==> config.mk <==
export PLATFORM = sky130hd
export DESIGN_NAME = iceb_out_bcd_flat
export DESIGN_NICKNAME = d
export VERILOG_FILES = /design/src/rtl/iceb_out_bcd_if.sv /design/src/rtl/iceb_out_bcd.sv /design/src/flat_wrapper.sv
export SDC_FILE = /design/constraint.sdc
export NUM_CORES = 1
export LEC_CHECK = 0
export BUFFER_PORTS_ARGS = -buffer_cell sky130_fd_sc_hd__buf_2
export CAP_MARGIN = 20
export CELL_PAD_IN_SITES_DETAIL_PLACEMENT = 0
export CELL_PAD_IN_SITES_GLOBAL_PLACEMENT = 1
export CORE_AREA = 5 5 92 94
export CTS_BUF_LIST = sky130_fd_sc_hd__clkbuf_4 sky130_fd_sc_hd__clkbuf_8 sky130_fd_sc_hd__clkbuf_16
export CTS_CLUSTER_DIAMETER = 30
export DETAILED_ROUTE_END_ITERATION = 8
export DIE_AREA = 0 0 97 99
export GPL_ROUTABILITY_DRIVEN = 1
export GPL_TIMING_DRIVEN = 0
export PLACE_DENSITY_LB_ADDON = 0.1
export SKIP_CTS_REPAIR_TIMING = 1
export SLEW_MARGIN = 10
export SYNTH_ARGS = -nofsm -noshare
export SYNTH_HDL_FRONTEND = slang
export SYNTH_SLANG_ARGS = --single-unit
==> constraint.sdc <==
create_clock -name clk -period 3 [get_ports clk]
set_clock_uncertainty 0.1 [all_clocks]
set_input_delay 0.45 -clock clk [delete_from_list [all_inputs] [get_ports clk]]
set_output_delay 0.45 -clock clk [all_outputs]
set_load 0.05 [all_outputs]
==> src/rtl/iceb_out_bcd_if.sv <==
// rtl/iceb_out_bcd_if.sv - OUT register capture/display bus between CPU side and iceb_out_bcd
interface iceb_out_bcd_if;
    logic       out_strobe_i;
    logic [7:0] out_value_i;
    logic       decimal_mode_i;
    logic [7:0] display_o;
    logic [1:0] hundreds_o;
    logic       busy_o;
    logic       valid_o;

    modport master (
        output out_strobe_i, out_value_i, decimal_mode_i,
        input  display_o, hundreds_o, busy_o, valid_o
    );

    modport slave (
        input  out_strobe_i, out_value_i, decimal_mode_i,
        output display_o, hundreds_o, busy_o, valid_o
    );
endinterface

==> src/rtl/iceb_out_bcd.sv <==
// rtl/iceb_out_bcd.sv - OUT register capture with hex or double-dabble decimal display formatting
module iceb_out_bcd #(
    parameter int MODE_SYNC_STAGES = 2,
    parameter bit COALESCE         = 1'b1
) (
    input logic           clk,
    input logic           reset_n,
    iceb_out_bcd_if.slave bus
);
    localparam logic [1:0] IDLE  = 2'd0;
    localparam logic [1:0] SHIFT = 2'd1;
    localparam logic [1:0] LOAD  = 2'd2;

    // Reset asserts asynchronously but releases only on a clock edge.
    logic [1:0] rstSync;
    logic       rstn;

    always_ff @(posedge clk or negedge reset_n) begin
        if (!reset_n) rstSync <= 2'b00;
        else          rstSync <= {rstSync[0], 1'b1};
    end
    assign rstn = rstSync[1];

    logic modeSynced;

    generate
        if (MODE_SYNC_STAGES == 0) begin : g_noSync
            assign modeSynced = bus.decimal_mode_i;
        end else begin : g_sync
            logic [MODE_SYNC_STAGES-1:0] syncFf;
            always_ff @(posedge clk or negedge rstn) begin
                if (!rstn) begin
                    syncFf <= '0;
                end else begin
                    syncFf[0] <= bus.decimal_mode_i;
                    for (int i = 1; i < MODE_SYNC_STAGES; i++) syncFf[i] <= syncFf[i-1];
                end
            end
            assign modeSynced = syncFf[MODE_SYNC_STAGES-1];
        end
    endgenerate

    logic [1:0]  state;
    logic [7:0]  shReg;
    logic        capMode;
    logic [11:0] bcd;
    logic [2:0]  count;
    logic        pendValid;
    logic [7:0]  pendValue;
    logic        pendMode;
    logic [7:0]  display;
    logic [1:0]  hundreds;
    logic        valid;

    // Shift-add-3 correction applied before every shift.
    logic [11:0] bcdAdj;
    always_comb begin
        bcdAdj = bcd;
        for (int n = 0; n < 3; n++) begin
            if (bcd[n*4 +: 4] >= 4'd5) bcdAdj[n*4 +: 4] = bcd[n*4 +: 4] + 4'd3;
        end
    end

    // A fresh strobe in LOAD beats an older pending value.
    logic       takeStrobe;
    logic       startNow;
    logic [7:0] startValue;
    logic       startMode;
    always_comb begin
        takeStrobe = bus.out_strobe_i && ((state == IDLE) || (state == LOAD && COALESCE));
        startNow   = takeStrobe || (state == LOAD && pendValid);
        startValue = takeStrobe ? bus.out_value_i : pendValue;
        startMode  = takeStrobe ? modeSynced : pendMode;
    end

    always_ff @(posedge clk or negedge rstn) begin
        if (!rstn) begin
            state     <= IDLE;
            shReg     <= 8'h00;
            capMode   <= 1'b0;
            bcd       <= 12'h000;
            count     <= 3'd0;
            pendValid <= 1'b0;
            pendValue <= 8'h00;
            pendMode  <= 1'b0;
            display   <= 8'h00;
            hundreds  <= 2'd0;
            valid     <= 1'b0;
        end else begin
            if (state == SHIFT) begin
                bcd   <= {bcdAdj[10:0], shReg[7]};
                shReg <= {shReg[6:0], 1'b0};
                count <= count + 3'd1;
                if (count == 3'd7) state <= LOAD;
                if (bus.out_strobe_i && COALESCE) begin
                    pendValid <= 1'b1;
                    pendValue <= bus.out_value_i;
                    pendMode  <= modeSynced;
                end
            end

            if (state == LOAD) begin
                display   <= capMode ? bcd[7:0] : shReg;
                hundreds  <= capMode ? bcd[9:8] : 2'd0;
                valid     <= 1'b1;
                pendValid <= 1'b0;
                state     <= IDLE;
            end

            if (startNow) begin
                shReg   <= startValue;
                capMode <= startMode;
                bcd     <= 12'h000;
                count   <= 3'd0;
                state   <= startMode ? SHIFT : LOAD;
            end
        end
    end

    assign bus.display_o  = display;
    assign bus.hundreds_o = hundreds;
    assign bus.busy_o     = (state == SHIFT) || (state == LOAD && capMode);
    assign bus.valid_o    = valid;
endmodule
==> src/flat_wrapper.sv <==
// flat-port wrapper written by rule: the top's interface ports become plain ports
module iceb_out_bcd_flat 
#(
    parameter int MODE_SYNC_STAGES = 2,
    parameter bit COALESCE         = 1'b1
)
  (clk, reset_n, bus_out_strobe_i, bus_out_value_i, bus_decimal_mode_i, bus_display_o, bus_hundreds_o, bus_busy_o, bus_valid_o);
  iceb_out_bcd_if bus_i ();
  input logic clk;
  input logic reset_n;
  input wire logic [$bits(bus_i.out_strobe_i)-1:0] bus_out_strobe_i;
  input wire logic [$bits(bus_i.out_value_i)-1:0] bus_out_value_i;
  input wire logic [$bits(bus_i.decimal_mode_i)-1:0] bus_decimal_mode_i;
  output wire logic [$bits(bus_i.display_o)-1:0] bus_display_o;
  output wire logic [$bits(bus_i.hundreds_o)-1:0] bus_hundreds_o;
  output wire logic [$bits(bus_i.busy_o)-1:0] bus_busy_o;
  output wire logic [$bits(bus_i.valid_o)-1:0] bus_valid_o;
  assign bus_i.out_strobe_i = bus_out_strobe_i;
  assign bus_i.out_value_i = bus_out_value_i;
  assign bus_i.decimal_mode_i = bus_decimal_mode_i;
  assign bus_display_o = bus_i.display_o;
  assign bus_hundreds_o = bus_i.hundreds_o;
  assign bus_busy_o = bus_i.busy_o;
  assign bus_valid_o = bus_i.valid_o;
  iceb_out_bcd #(.MODE_SYNC_STAGES(MODE_SYNC_STAGES), .COALESCE(COALESCE)) u_core (.clk(clk), .reset_n(reset_n), .bus(bus_i));
endmodule
==> results of run 1 <==
how the worst min path moves through the flow:
stage / startpoint / end / slack, ns / depth (start not counted)
floorplan: reset_n / u_core.rstSync[0] / 0.05 / 0
global placement: reset_n / u_core.rstSync[0] / 0.14 / 1
detailed placement: reset_n / u_core.rstSync[0] / 0.14 / 1
CTS: reset_n / u_core.rstSync[1] / -0.21 / 1
global route: bus_decimal_mode_i / u_core.g_sync.syncFf[0] / 0.12 / 1
finish: bus_decimal_mode_i / u_core.g_sync.syncFf[0] / 0.15 / 1
cell families (layout without fill, tap and decap cells):
logic type               Yosys count  count (layout)
AND/OR/NAND/NOR                   65              65
AO/OA/AOI/OAI                     63              63
flip-flops                        51              51
buffers and inverters             25              58
multiplexers                      24              24
adder cells (fa/ha/maj)           12              12
other                              1               1
XOR/XNOR                           1               1
cell type report:
class                           instances  area [um^2]  area share [%]
Buffer                                 14         97.6            3.27
Sequential cell                        51         1280            42.9
Multi-Input combinational cell        166         1150            38.7
Clock buffer                            5         68.8            2.31
Inverter                               11         41.3            1.39
Tap cell                              102          128            4.28
Clock inverter                          3         67.6            2.27
Timing Repair Buffer                   25          145            4.87
metal layers:
layer,wire length (um),vias to the layer above
li1,-,927
met5,0,-
met4,61,0
met2,2860,25
met3,193,6
met1,2990,920
sequential cells by signal, indices dropped and copies added, names as in the netlist, 3 cells and up:
register,count
u_core.bcd,12
u_core.bus.display_o,8
u_core.pendValue,8
u_core.shReg,8
u_core.count,3
report_power, final:
| part | switching [mW] | internal [mW] | leakage (nW) |
|---|---|---|---|
| registers | 0.211 | 0.952 | 0.630 |
| logic | 1.03 | 0.617 | 0.612 |
| clock network | 0.247 | 0.333 | 0.0644 |
cell usage in the layout (no fill, tap or decap), types with 2 or more instances in the layout:
cell       instances
buf_2             29
mux2_2            13
buf_6              2
nand4_1            4
o21ai_0           18
nand3b_1           2
clkbuf_8           5
nor3b_1            2
a221o_1            6
nand3_1           20
a21oi_1           27
a31oi_1            5
buf_4              6
a21o_1             2
dfrtp_1           50
nand2b_1           3
ha_1              12
nand4b_1           3
nand2_2            2
nor2_1            18
nand2_1            8
bufinv_16          2
mux2i_1           11
inv_1             11
==> flow_summary.json, run 1 <==
{
  "r2r_setup_slack_ns": 1.20,
  "ys_warn_count": 0,
  "top_usage_layer": "met2",
  "crit_path_end": "bus_busy_o",
  "globalRoute.totalOverflow": 0,
  "cts.path.max_buffers": 2,
  "hold_viol_final": 0,
  "rows": 32,
  "ys.flop_type": "dfrtp_1",
  "synth-compound-area-share_pct": 15.4,
  "synth_top_area_cell": "dfrtp_1",
  "cts-root-buf": "clkbuf_8",
  "max_clock_freq_mhz": 410,
  "cp_num_cells": 7,
  "grt_pass1_vias": 1868,
  "grt.total_usage_pct": 13.5,
  "peakVddDrop_uv": 365,
  "start_util_pct": 34.0,
  "grt_pass1_wl_um": 10200,
  "dp_slack_ns": 0.887,
  "fillers": 784,
  "synth_fp_nets": 266,
  "cts_sinks": 51,
  "die-area_um2": 9600,
  "synth_most_common_cell": "dfrtp_1",
  "grt_util_met1_pct": 18.6,
  "placed_area_um2": 2830,
  "cp.required_ns": 2.45,
  "setup_tns_ns": 0,
  "total_power_mw": 3.39,
  "synth_xor_xnor_area_share_pct": 0.341,
  "synthTopCellsByArea": "dfrtp_1, ha_1, mux2_2",
  "cpPeakStageDelay_ns": 0.42,
  "dpl.hpwl_um": 4380,
  "synth_common_cells": "dfrtp_1, a21oi_1, nand3_1, nor2_1, o21ai_0",
  "die_h_um": 99,
  "path_max_fanout": 10,
  "startpoint_type": "flip-flop",
  "synth.area.mux_share_pct": 9.98,
  "cpLargestDelayFamily": "buffers and inverters",
  "leakage_nw": 1.31,
  "cts_max_level": 2,
  "drv_slew": 0,
  "final_layout_size_suffix_gt1_share_pct": 25.1,
  "setup_viol": 0,
  "finish.utilization_pct": 39.4,
  "yosysTopAreaCellShare_pct": 49.7,
  "synthArstFlopShare_pct": 100,
  "cts-buffers-inserted": 5,
  "synth_edf_count": 0,
  "num_antenna_cells": 0,
  "routedWlPerCell_um": 16.2,
  "powerDensity_nw_per_um2": 1140,
  "yosys_register_bits": 51,
  "nets": 298,
  "vias": 1878,
  "grtUsageMet3_pct": 2.62,
  "reg2reg_depth": 5,
  "initialDrtViolationCount": 50,
  "crit_chain": "inv_1, ha_1, buf_2, buf_4, buf_4, a21o_1, buf_2",
  "synth_simple_gate_area_share_pct": 13.2,
  "setup_slack_ns": 0.562,
  "cts_tree": "done",
  "ys_seq_area_share_pct": 49.7,
  "antenna_found_initial": 0,
  "path_class": "reg2out",
  "synth_adder_area_share_pct": 5.84,
  "r2r_start": "u_core.state[0]",
  "drc_errors": 0,
  "use_met2_pct": 22.0,
  "die_w_um": 97,
  "synthCells": 242,
  "rsz0062_at_grt": "false",
  "slew-limit-headroom_pct": 61.4,
  "min_period_ns": 2.44,
  "design_area_um2": 2980,
  "portBuffers": 23,
  "syn_avg_cell_area_um2": 10.6,
  "clock_latency_ns": 0.31,
  "hold_ws_ns": 0.146,
  "drt-total-wl_um": 6100,
  "max_cap_violations": 0,
  "syn_to_final_growth_pct": 16.0,
  "timing.rr.end": "u_core.state[1]",
  "drtAntennaViolNets": 0,
  "place.gp.congestion": 0.765,
  "worst_ep_arrival_time_ns": 1.89,
  "worst-path-buf-inv": 5,
  "final_cells": 377,
  "synth_area_um2": 2570,
  "num_io_pins": 24,
  "worst_pin_slew_ns": 0.579,
  "hold_path.class": "in2reg",
  "crit_path_end_kind": "primary output",
  "period_share_pct": 81.3,
  "grt_max_degree": 26,
  "synth_top_family_by_area": "compound AO/OA/AOI/OAI gates",
  "clkTransAtPathRegs_ns": 0.09,
  "outcome": "finished, final reports clean",
  "critical_path.slowest_cell": "dfrtp_1",
  "design.core.area_um2": 7570,
  "crit_start": "u_core.state[1]",
  "viasPerCell": 4.98,
  "first_pass_iters": 4,
  "synth_cell_type_count": 32,
  "placedCellCount": 368
}
No activity file was read; power rests on OpenSTA's default activity.
==> run 2, diff against run 1 <==
Clock period 3 ns to 2.1 ns, I/O delays scaled along.
==> flow_summary.json, run 2 (synthesis results as in run 1) <==
{
  "drt-total-wl_um": 6040,
  "final_cells": 376,
  "num_antenna_cells": 0,
  "initialDrtViolationCount": 53,
  "cp.required_ns": 1.68,
  "portBuffers": 23,
  "r2r_start": "u_core.state[0]",
  "die_h_um": 99,
  "startpoint_type": "flip-flop",
  "placedCellCount": 368,
  "period_share_pct": 94.5,
  "final_cell_mix": "dfrtp_1, a21oi_1, buf_2",
  "cp_num_cells": 6,
  "final_layout_size_suffix_gt1_share_pct": 24.8,
  "slew-limit-headroom_pct": 61.1,
  "cts-root-buf": "clkbuf_8",
  "viasPerCell": 4.99,
  "clock_latency_ns": 0.31,
  "crit_chain": "inv_2, ha_1, buf_6, buf_12, a21o_1, buf_6",
  "num_io_pins": 24,
  "place.gp.congestion": 0.765,
  "wl_met1_um": 3010,
  "rows": 32,
  "max_cap_violations": 0,
  "grt_pass1_vias": 1868,
  "start_util_pct": 34.0,
  "vias": 1877,
  "finish.utilization_pct": 39.7,
  "dr_wl_met3_um": 162,
  "die_w_um": 97,
  "drv_slew": 0,
  "die-area_um2": 9600,
  "worst_pin_slew_ns": 0.584,
  "cpPeakStageDelay_ns": 0.41,
  "path_class": "reg2out",
  "outcome": "finished, final reports clean",
  "dr_wl_met2_um": 2810,
  "reg2reg_depth": 5,
  "holdPathEnd": "u_core.shReg[1]",
  "hold_ws_ns": 0.149,
  "drtAntennaViolNets": 0,
  "cts.path.max_buffers": 2,
  "min_period_ns": 1.98,
  "leakage_nw": 1.31,
  "path_max_fanout": 19,
  "largest_reg_flops": 12,
  "powerDensity_nw_per_um2": 1620,
  "cp_common_cell": "buf_6",
  "largest-register": "u_core.bcd",
  "cts-buffers-inserted": 5,
  "drc_errors": 0,
  "top_layer_used": "met4",
  "globalRoute.totalOverflow": 0,
  "cts_tree": "done",
  "cts_max_level": 2,
  "design.core.area_um2": 7570,
  "critical_path.slowest_cell": "dfrtp_1",
  "timing.rr.end": "u_core.state[1]",
  "setup_viol": 0,
  "worstHoldStart": "bus_out_value_i[1]",
  "grt_pass1_wl_um": 10200,
  "hold_path.class": "in2reg",
  "worst_ep_arrival_time_ns": 1.57,
  "grt_max_degree": 26,
  "hold_viol_final": 0,
  "peakVddDrop_uv": 552,
  "grt.total_usage_pct": 13.5,
  "cpLargestDelayFamily": "buffers and inverters",
  "final_common_cell": "dfrtp_1",
  "max_clock_freq_mhz": 504,
  "crit_path_end_kind": "primary output",
  "dpl.hpwl_um": 4380,
  "hold-path-cell-count": 2,
  "clkTransAtPathRegs_ns": 0.09,
  "syn_to_final_growth_pct": 16.8,
  "total_power_mw": 4.87,
  "routedWlPerCell_um": 16.1,
  "worst-path-buf-inv": 4,
  "nets": 297,
  "r2r_setup_slack_ns": 0.31,
  "cts_sinks": 51,
  "antenna_found_initial": 0,
  "first_pass_iters": 4
}
==> run 2: worst max-delay path by stage <==
stage	endpoint	start	slack, ns
3_3_place_gp	u_core.bus.display_o[6]	u_core.rstSync[1]	-0.29
3_5_place_dp	bus_busy_o	u_core.state[1]	0.12
6_report	bus_busy_o	u_core.state[1]	0.12
2_1_floorplan	bus_busy_o	u_core.state[1]	0.27
5_1_grt	bus_busy_o	u_core.state[1]	-0.003
4_1_cts	bus_busy_o	u_core.state[1]	-0.24
==> run 2: layer usage <==
metal  up-vias  global-route usage [%]
met1       919                    18.6
met3         6                    2.62
met5         -                       0
met2        28                    22.0
met4         0                    2.92
li1        924                       -
==> run 2: metrics by stage <==
stage	setup TNS, ns	worst slack, ns	instance area, um^2
3_5_place_dp	0	0.122	2830
4_1_cts	-0.236	-0.236	2970
2_1_floorplan	0	0.271	2570
5_1_grt	-0.00306	-0.00306	3000
6_report	0	0.116	3000
3_3_place_gp	-14.18	-0.292	2810
==> run 2: power by group <==
part | internal, mW | switching (mW) | leakage [nW] | total [mW]
clock network | 0.475 | 0.352 | 0.0644 | 0.827
logic | 0.911 | 1.47 | 0.611 | 2.38
registers | 1.36 | 0.301 | 0.630 | 1.66
total | 2.75 | 2.13 | 1.31 | 4.87
==> run 2: area by class of cell <==
class | instances | area (um^2)
Clock buffer | 5 | 68.8
Multi-Input combinational cell | 166 | 1150
Timing Repair Buffer | 26 | 161
Clock inverter | 3 | 67.6
Sequential cell | 51 | 1280
Inverter | 11 | 41.3
Fill cell | 777 | 4560
Buffer | 12 | 104
Tap cell | 102 | 128
==> run 3, diff against run 2 <==
Settings changed: CORE_AREA 5 5 92 94 to 5 5 87 89, DIE_AREA 0 0 97 99 to 0 0 92 94.
==> flow_summary.json, run 3 (synthesis results as in run 1) <==
{
  "outcome": "finished, final reports clean",
  "initialDrtViolationCount": 92,
  "cts-buffers-inserted": 5,
  "start_util_pct": 38.5,
  "clkTransAtPathRegs_ns": 0.10,
  "worstHoldStart": "bus_decimal_mode_i",
  "critical_path.slowest_cell": "dfrtp_1",
  "grt_max_degree": 33,
  "crit_chain": "inv_2, ha_1, buf_4, buf_12, a21o_1, buf_6",
  "use_met2_pct": 24.9,
  "vias": 1902,
  "setup_viol": 0,
  "routedWlPerCell_um": 16.8,
  "num_antenna_cells": 0,
  "grt_util_met1_pct": 19.3,
  "worst_pin_slew_ns": 0.504,
  "path_class": "reg2out",
  "design_area_um2": 2910,
  "viasPerCell": 5.39,
  "hold_path.class": "in2reg",
  "cts_tree": "done",
  "hold_ws_ns": 0.00976,
  "clock_latency_ns": 0.30,
  "place.gp.congestion": 0.725,
  "grt.total_usage_pct": 14.7,
  "dpl.hpwl_um": 4230,
  "globalRoute.totalOverflow": 0,
  "placed_area_um2": 2810,
  "cts-root-buf": "clkbuf_8",
  "placedCellCount": 346,
  "final_cell_mix": "dfrtp_1, a21oi_1, buf_2",
  "cts_max_level": 2,
  "nets": 296,
  "drt-total-wl_um": 5930,
  "cts_sinks": 51,
  "die_w_um": 92,
  "grt_pass1_vias": 1971,
  "crit_path_end_kind": "primary output",
  "first_pass_iters": 4,
  "num_io_pins": 24,
  "cpPeakStageDelay_ns": 0.43,
  "slew-limit-headroom_pct": 66.0,
  "leakage_nw": 1.28,
  "drc_errors": 0,
  "cp.required_ns": 1.68,
  "final_layout_size_suffix_gt1_share_pct": 24.9,
  "hold_viol_final": 0,
  "rows": 30,
  "max_cap_violations": 0,
  "peakVddDrop_uv": 709,
  "grtUsageMet3_pct": 2.96,
  "setup_tns_ns": 0,
  "min_period_ns": 2.02,
  "drv_slew": 0,
  "largest-register": "u_core.bcd",
  "antenna_found_initial": 0,
  "grt_pass1_wl_um": 9950,
  "r2r_start": "u_core.state[0]",
  "rsz0062_at_grt": "false",
  "worst-path-buf-inv": 4,
  "final_cells": 353,
  "crit_start": "u_core.state[1]",
  "max_clock_freq_mhz": 494,
  "powerDensity_nw_per_um2": 1590,
  "path_max_fanout": 19,
  "drtAntennaViolNets": 0,
  "die-area_um2": 8650,
  "final_common_cell": "dfrtp_1",
  "portBuffers": 23,
  "top_usage_layer": "met2",
  "design.core.area_um2": 6680,
  "period_share_pct": 96.4,
  "cts.path.max_buffers": 2,
  "worst_ep_arrival_time_ns": 1.61,
  "die_h_um": 94,
  "fillers": 649,
  "cpLargestDelayFamily": "buffers and inverters",
  "startpoint_type": "flip-flop",
  "syn_to_final_growth_pct": 13.4,
  "largest_reg_flops": 12
}
==> run 3: cell count changes in the layout (fill, tap and decap cells not counted) <==
cell	delta
clkbuf_4	+1
clkinv_2	+1
dlygate4sd3_1	-1
bufinv_16	-2
buf_6	-1
buf_4	+1
==> run 3: worst paths after layout <==
| path | endpoint | slack, ns | cells after the start |
|---|---|---|---|
| worst max-delay path | bus_busy_o | 0.08 | 6 |
| worst min-delay path | u_core.g_sync.syncFf[0] | 0.01 | 1 |
| worst max register to register | u_core.state[1] | 0.25 | 5 |
| worst min register to register | u_core.state[1] | 0.11 | 0 |
| max in group asynchronous | u_core.bcd[1] | 1.25 | 1 |
| min in group asynchronous | u_core.state[1] | 0.11 | 0 |
==> run 3: where the power goes <==
group          switching (mW)  leakage [nW]  internal [mW]
clock network           0.335        0.0446          0.247
registers               0.303         0.630           1.36
logic                    1.47         0.606          0.903
total                    2.11          1.28           2.51
==> run 3: per-layer routing <==
| layer | vias to the layer above | wire, um |
|---|---|---|
| met1 | 935 | 2740 |
| met3 | 6 | 252 |
| met4 | 0 | 67 |
| met5 | - | 0 |
| met2 | 41 | 2870 |
| li1 | 920 | - |
==> run 3: per-stage QoR <==
stage	setup WS [ns]	utilization [%]	power, mW
finish	0.0762	43.6	4.62
global route	0.00575	43.6	5.00
CTS	-0.235	43.3	4.66
detailed placement	0.112	42.0	4.06
global placement	-0.234	41.7	4.03
floorplan	0.271	-	3.45
==> run 3: cell type report <==
class	count	area, um^2	share of cell area [%]
plain buffers	12	100	3.43
repair buffers	25	151	5.20
well taps	80	100	3.43
clock buffers	6	76.3	2.62
flip-flops and latches	51	1280	43.8
clock inverters	2	12.5	0.429
inverters	11	41.3	1.42
multi-input cells	166	1150	39.6
